<file path="src/rtl/handshake_rr_arbiter.sv">
// Round-robin arbiter merging N_REQ ready/valid requesters onto one registered downstream channel.
// The winner index travels with each beat on out_id.
module handshake_rr_arbiter #(
    parameter int unsigned N_REQ = 3,
    parameter int unsigned WIDTH = 5,
    localparam int unsigned ID_W = (N_REQ > 1) ? $clog2(N_REQ) : 1
) (
    input  logic                   CLK,
    input  logic                   RESET,
    input  logic [N_REQ-1:0]       req_valid,
    output logic [N_REQ-1:0]       req_ready,
    input  logic [N_REQ*WIDTH-1:0] req_data,
    output logic                   out_valid,
    input  logic                   out_ready,
    output logic [WIDTH-1:0]       out_data,
    output logic [ID_W-1:0]        out_id
);

    localparam int unsigned LAST = N_REQ - 1;

    logic             out_valid_q, out_valid_d;
    logic [WIDTH-1:0] out_data_q, out_data_d;
    logic [ID_W-1:0]  out_id_q, out_id_d;
    logic [ID_W-1:0]  ptr_q, ptr_d;

    logic [ID_W-1:0]  ptr_eff;
    logic [ID_W-1:0]  win;
    logic             found;
    logic             can_load;
    logic             accept;
    int               idx;

    // Search ptr, ptr+1, ... with wrap; out-of-range pointer codes start from 0.
    always_comb begin
        ptr_eff = (int'(ptr_q) < int'(N_REQ)) ? ptr_q : '0;
        found   = 1'b0;
        win     = '0;
        idx     = 0;
        for (int k = 0; k < int'(N_REQ); k++) begin
            idx = int'(ptr_eff) + k;
            if (idx >= int'(N_REQ)) begin
                idx = idx - int'(N_REQ);
            end
            if (!found && req_valid[idx]) begin
                found = 1'b1;
                win   = ID_W'(idx);
            end
        end
    end

    always_comb begin
        can_load  = ~out_valid_q | out_ready;
        req_ready = '0;
        if (can_load && found && !RESET) begin
            req_ready[win] = 1'b1;
        end
        accept = |(req_valid & req_ready);
    end

    always_comb begin
        out_valid_d = out_valid_q;
        out_data_d  = out_data_q;
        out_id_d    = out_id_q;
        ptr_d       = ptr_q;
        if (accept) begin
            out_valid_d = 1'b1;
            out_data_d  = req_data[int'(win)*WIDTH +: WIDTH];
            out_id_d    = win;
            ptr_d       = (win == ID_W'(LAST)) ? '0 : win + 1'b1;
        end else if (out_valid_q && out_ready) begin
            out_valid_d = 1'b0;
        end
    end

    always_ff @(posedge CLK) begin
        if (RESET) begin
            out_valid_q <= 1'b0;
            out_data_q  <= '0;
            out_id_q    <= '0;
            ptr_q       <= '0;
        end else begin
            out_valid_q <= out_valid_d;
            out_data_q  <= out_data_d;
            out_id_q    <= out_id_d;
            ptr_q       <= ptr_d;
        end
    end

    assign out_valid = out_valid_q;
    assign out_data  = out_data_q;
    assign out_id    = out_id_q;

endmodule
</file>
<file path="config.mk">
export PLATFORM = sky130hd
export DESIGN_NAME = handshake_rr_arbiter
export DESIGN_NICKNAME = d
export VERILOG_FILES = /design/src/rtl/handshake_rr_arbiter.sv
export SDC_FILE = /design/constraint.sdc
export NUM_CORES = 1
export LEC_CHECK = 0
export ABC_AREA = 1
export ABC_CLOCK_PERIOD_IN_PS = 1820
export BUFFER_PORTS_ARGS = -buffer_cell sky130_fd_sc_hd__buf_2
export CORE_MARGIN = 5
export CORE_UTILIZATION = 43
export CTS_CLUSTER_DIAMETER = 100
export DETAILED_ROUTE_END_ITERATION = 7
export PLACE_DENSITY = 0.74
export SLEW_MARGIN = 20
export SYNTH_ARGS = -nofsm -noshare
export SYNTH_HDL_FRONTEND = slang
export SYNTH_SLANG_ARGS = --single-unit
</file>
<file path="constraint.sdc">
create_clock -name CLK -period 1.82 [get_ports CLK]
set_input_delay 0.273 -clock CLK [delete_from_list [all_inputs] [get_ports CLK]]
set_output_delay 0.273 -clock CLK [all_outputs]
set_load 0.01 [all_outputs]
</file>
== Word-level counts from Yosys, hierarchy flattened ==
Index checks and enable logic that the tools add are counted.

* Flip-flop bits (word level): 10
* Output and inout bits: 11
* Logic and storage cells: 61

* Add/subtract/negate cells: 6
* Multipliers: 1
* Magnitude comparators: 9
* Equality and inequality tests: 1
* Shifts and indexed selects: 1
* Multiplexer cells: 25
* Bitwise logic cells: 3
* Reductions and logical operators: 11

{| class="wikitable"
|+ Operator list
! cell !! count
|-
| < comparator 32 x 4 -> 1 bit, second input constant || 3
|-
| 2-to-1 mux 32 bit || 3
|-
| variable part select 15 x 6 -> 5 bit || 1
|-
| 2-to-1 mux 1 bit || 12
|-
| 2-to-1 mux 2 bit || 5
|-
| subtractor 3 x 2 -> 4 bit, second input constant || 2
|-
| binary-select mux 1 bit (select 2 bit) || 3
|-
| greater-or-equal comparator 3 x 2 -> 1 bit, second input constant || 2
|-
| logical AND 1 bit || 6
|-
| multiplier 2 x 3 -> 5 bit, second input constant || 1
|-
| adder 2 x 1 -> 3 bit, second input constant || 1
|-
| adder 2 x 2 -> 3 bit, second input constant || 1
|-
| bitwise AND 3 bit || 1
|-
| logical NOT 1 bit || 3
|-
| < comparator 2 x 3 -> 1 bit, second input constant || 1
|-
| 2-to-1 mux 3 bit || 1
|-
| OR reduction 3 bit || 1
|-
| subtractor 2 x 2 -> 3 bit, second input constant || 1
|-
| adder 2 x 1 -> 2 bit, second input constant || 1
|-
| demux 1 bit (select 2 bit) || 1
|-
| equality test 2 bit, second input constant || 1
|-
| greater-or-equal comparator 2 x 1 -> 1 bit, second input constant || 1
|-
| greater-or-equal comparator 2 bit, second input constant || 1
|-
| < comparator 2 bit, second input constant || 1
|-
| other kinds (3) || 3
|}

== Depth between registers and ports, before layout ==
* Depth after elaboration: 22
* Mapped depth: 15

== Worst setup path before layout ==
OpenSTA, ideal clock, no wires.

* Kind: register -> output
* Start: reg ptr_q[0]
* End: out req_ready[1]
* Arrival: 1770 ps
* Required time: 1547 ps
* Setup slack: -223 ps
* Cell stages (with the launch flop): 11
* Path buffers: 0
* Cell sequence: dfxtp_1 > inv_1 > ha_1 > inv_1 > nand3_1 > nand2_1 > nor2_4 > nand3_4 > nand2_2 > nand2_2 > nor3_1

* Longest elaborated chain between the ends: 19

{| class="wikitable"
|+ RTL lines
! element !! line !! text
|-
| start: declaration || 24 || <nowiki>logic [ID_W-1:0] ptr_q, ptr_d;</nowiki>
|-
| start signal: assignment || 85 || <nowiki>ptr_q <= ptr_d;</nowiki>
|-
| < comparator 2 bit || 35 || <nowiki>ptr_eff = (int'(ptr_q) < int'(N_REQ)) ? ptr_q : '0;</nowiki>
|-
| 2-to-1 mux 2 bit * || 35 ||
|-
| branches (longest 16 deep; another with subtractor 3 x 2 -> 4 bit) || - ||
|-
| 2-to-1 mux 3 bit * || 54 || <nowiki>if (can_load && found && !RESET) begin</nowiki>
|-
| end: declaration || 11 || <nowiki>output logic [N_REQ-1:0] req_ready,</nowiki>
|}

Mark *: on every way between the ends. The select of a mux whose other input is x is not followed.

== Final worst setup path ==
* Start: reg ptr_q[0]
* End: out req_ready[0]

Same word-level chain as after synthesis.

==> flow_metrics.py <==
metrics = {
    "status": {
        "outcome": "complete, but fails checks",
        "violations": "negative setup slack",
    },
    "clock_tree": {
        "h-tree-depth": 1,
        "numClockSinks": 10,
        "cts_tree": "built",
        "root_buffer": "clkbuf_4",
        "clk_path_buf_depth": 2,
        "holdBufCountCts": 0,
        "cts_made_buffers": 3,
        "insertion_delay_ns": 0.26,
        "clk_pin_slew_worst_paths_ns": 0.06,
    },
    "power": {
        "seq_power_share": 0.157,
        "vdd_drop_max_mv": 1.03,
        "power.share.clock": 0.066,
        "swShare": 0.478,
        "p_per_area_nw_per_um2": 1710,
        "p_sw_w": 0.00114,
        "p_leak_nw": 0.758,
        "intPower_w": 0.00125,
        "combPwrFrac": 0.776,
    },
    "floorplan": {
        "rows": 16,
        "die_x_um": 54.4,
        "initial_utilization": 0.441,
        "coreArea_um2": 1920,
        "dieHeight_um": 54.4,
        "ioPinCount": 32,
        "die_area_um2": 2960,
    },
    "final_layout": {
        "fin_cells": 218,
        "antennaDiodeCount": 0,
        "areaGrowthSynthToFinish_pct": 64.8,
        "drive_gt1_frac": 0.487,
        "final_area_um2": 1400,
        "fin_nets": 217,
    },
    "drt": {
        "vias_per_cell": 4.72,
        "routed_wl_um": 2480,
        "wl_met2_um": 1270,
        "drt-met1-wl_um": 1050,
        "drtIter0Drc": 23,
        "vias": 1028,
        "dr_wl_met3_um": 160,
        "wl_per_cell_um": 11.4,
        "drt_pass1_iterations": 3,
        "ant_nets": 0,
        "drc": 0,
        "top_layer": "met3",
    },
    "timing": {
        "tns_ns": -2.01,
        "slew_headroom": 0.869,
        "report.final.slew_viol_count": 0,
        "grt_setup_unrepaired": "true",
        "setup_slack_ns": -0.369,
        "finalCriticalPeriod_ns": 2.19,
        "fin_crit_sh": 1.20,
        "clock_skew_ns": 0.000458,
        "finalHoldViolCount": 0,
        "fmax_mhz": 457,
        "worst-slew-pin-transition_ns": 0.195,
        "setup_viol": 11,
    },
    "synthesis": {
        "synthCells": 137,
        "syn_area_um2": 847,
        "ys_seq_elements": 10,
        "syn_area_per_cell_um2": 6.18,
        "syn-num-nets": 162,
        "yosys_warnings": 0,
        "synth_top_area_share": 0.236,
        "synth_cell_types": 21,
        "ys_seq_area_frac": 0.236,
        "synth_top_cell_by_area": "dfxtp_1",
        "synth_edf_count": 0,
        "ys_top_cells_by_area": "dfxtp_1 (24%), nand2_1 (15%), nand3_1 (14%), inv_1 (12%), nor2_1 (7.1%)",
        "synthFlopType": "dfxtp_1",
        "async_flop_share": 0,
    },
    "place": {
        "numPortBuffers": 31,
        "dp.cells": 208,
        "place.gp.congestion": 0.832,
        "place_area_um2": 1190,
        "hpwl_um": 1860,
    },
    "global_routing": {
        "grt_antenna_before_repair": 0,
        "grt_start_max_net_pins": 11,
        "grt-ovfl-total": 0,
        "grt_usage": 0.194,
        "grt_pass1_wl_um": 4090,
        "grt_pass1_vias": 964,
    },
    "setup_path": {
        "cp_max_fo": 4,
        "crit_required_ns": 1.55,
        "crit_path_end_kind": "output port",
        "arrival_ns": 1.92,
        "crit_type": "reg -> out",
        "crit_path_start_kind": "flip-flop",
        "reg2regPathDepth": 16,
    },
    "min_path": {
        "hold_path_class": "in -> reg",
        "worstHoldPathCells": 2,
    },
    "run": {
        "maxCapViolations": 0,
    },
}
-- layer usage --
layer | vias to the layer above | track usage
li1 | 532 | -
met1 | 470 | 0.227
met2 | 26 | 0.351
met3 | 0 | 0.0463
met4 | 0 | 0.0498
met5 | - | 0
-- cells in the final DEF, fill, tap and decap left out --
cell type,synthesis,final
ha_4,0,2
buf_6,1,4
a21oi_2,2,2
ha_2,0,1
inv_8,0,1
inv_4,0,4
buf_12,0,1
clkbuf_1,0,1
nand2_2,2,2
nand3_4,1,3
nand2_4,0,3
o211ai_4,1,1
nand3b_1,1,1
buf_4,0,16
nor2_1,16,9
nor2_2,0,5
o21ai_2,0,2
dfxtp_2,0,1
dfxtp_1,10,8
clkbuf_4,0,3
nor3_4,0,2
nor2_4,1,3
dfxtp_4,0,1
nand4_1,2,2
inv_2,3,2
a21oi_1,2,2
nand3_2,1,3
ha_1,4,1
nand3_1,23,19
inv_1,28,25
nand2_1,33,30
o21ai_4,1,1
buf_8,0,1
buf_2,0,29
-- Yosys cell counts (2+ instances only) --
| library cell | n |
|---|---|
| nand3_1 | 23 |
| nand4_1 | 2 |
| o21ai_0 | 2 |
| nor2_1 | 16 |
| dfxtp_1 | 10 |
| a21oi_2 | 2 |
| a21oi_1 | 2 |
| nor3_1 | 2 |
| inv_2 | 3 |
| ha_1 | 4 |
| nand2_1 | 33 |
| nand2_2 | 2 |
| inv_1 | 28 |
-- through the flow --
| step | hold slack [ns] | total power [W] | util | setup WS, ns |
|---|---|---|---|---|
| after floorplan | 0.459 | 0.00136 | - | -0.0511 |
| after CTS | 0.285 | 0.00232 | 0.714 | -0.369 |
| final | 0.295 | 0.00239 | 0.727 | -0.369 |
| after global placement | 0.462 | 0.00183 | 0.621 | -0.182 |
| after global routing | 0.300 | 0.00261 | 0.727 | -0.478 |
| after detailed placement | 0.472 | 0.00187 | 0.621 | -0.209 |
-- path summary, 6_finish.rpt --
path | slack, ns | startpoint | to
setup reg to reg | -0.16 | ptr_q[0] | out_data[0]
setup / recovery | -0.37 | ptr_q[0] | req_ready[0]
hold reg to reg | 0.49 | out_id[0] | out_id[0]
hold / removal | 0.29 | RESET | ptr_q[1]
-- registers in the layout, indices dropped and copies added (netlist names) --
signal / cells
out_data: 5
ptr_q: 2
out_id: 2
out_valid: 1
-- logic make-up after synthesis --
logic type	synth area share
buffers and inverters	0.167
flip-flops	0.236
adder cells (fa/ha/maj)	0.0591
AND/OR/NAND/NOR	0.449
AO/OA/AOI/OAI	0.0886
-- what timing repair did --
item,in CTS,in global routing
pin swaps,9,5
endpoints found under the setup margin,11,13
gates cloned,1,0
setup buffers,5,1
resized for setup,27,8
-- power groups by stage --
| stage | sequential [W] | clock (W) | combinational [W] |
|---|---|---|---|
| 6_report | 0.000377 | 0.000159 | 0.00186 |
| 2_1_floorplan | 0.000403 | 0 | 0.000960 |
| 3_3_place_gp | 0.000364 | 0 | 0.00147 |
| 3_5_place_dp | 0.000367 | 0 | 0.00150 |
| 4_1_cts | 0.000374 | 0.000168 | 0.00178 |
| 5_1_grt | 0.000389 | 0.000182 | 0.00204 |
-- critical path, cell delays in order, from the launching register on --
cell,delay (ns)
dfxtp_4,0.38
inv_4,0.04
ha_4,0.30
inv_4,0.05
nand3_4,0.07
nand2_4,0.05
nor2_4,0.12
nand3_4,0.11
o21ai_4,0.20
nor2_2,0.07
nand2_1,0.10
inv_2,0.04
buf_6,0.11
-- final cells by class --
class | instances | area [um^2]
repair buffers | 51 | 345
clock buffers | 4 | 26.3
multi-input cells | 94 | 648
repair inverters | 1 | 6.26
inverters | 31 | 131
well taps | 27 | 33.8
flip-flops and latches | 10 | 205
fillers | 161 | 526
Note: power is estimated with default switching activity, not from simulation.
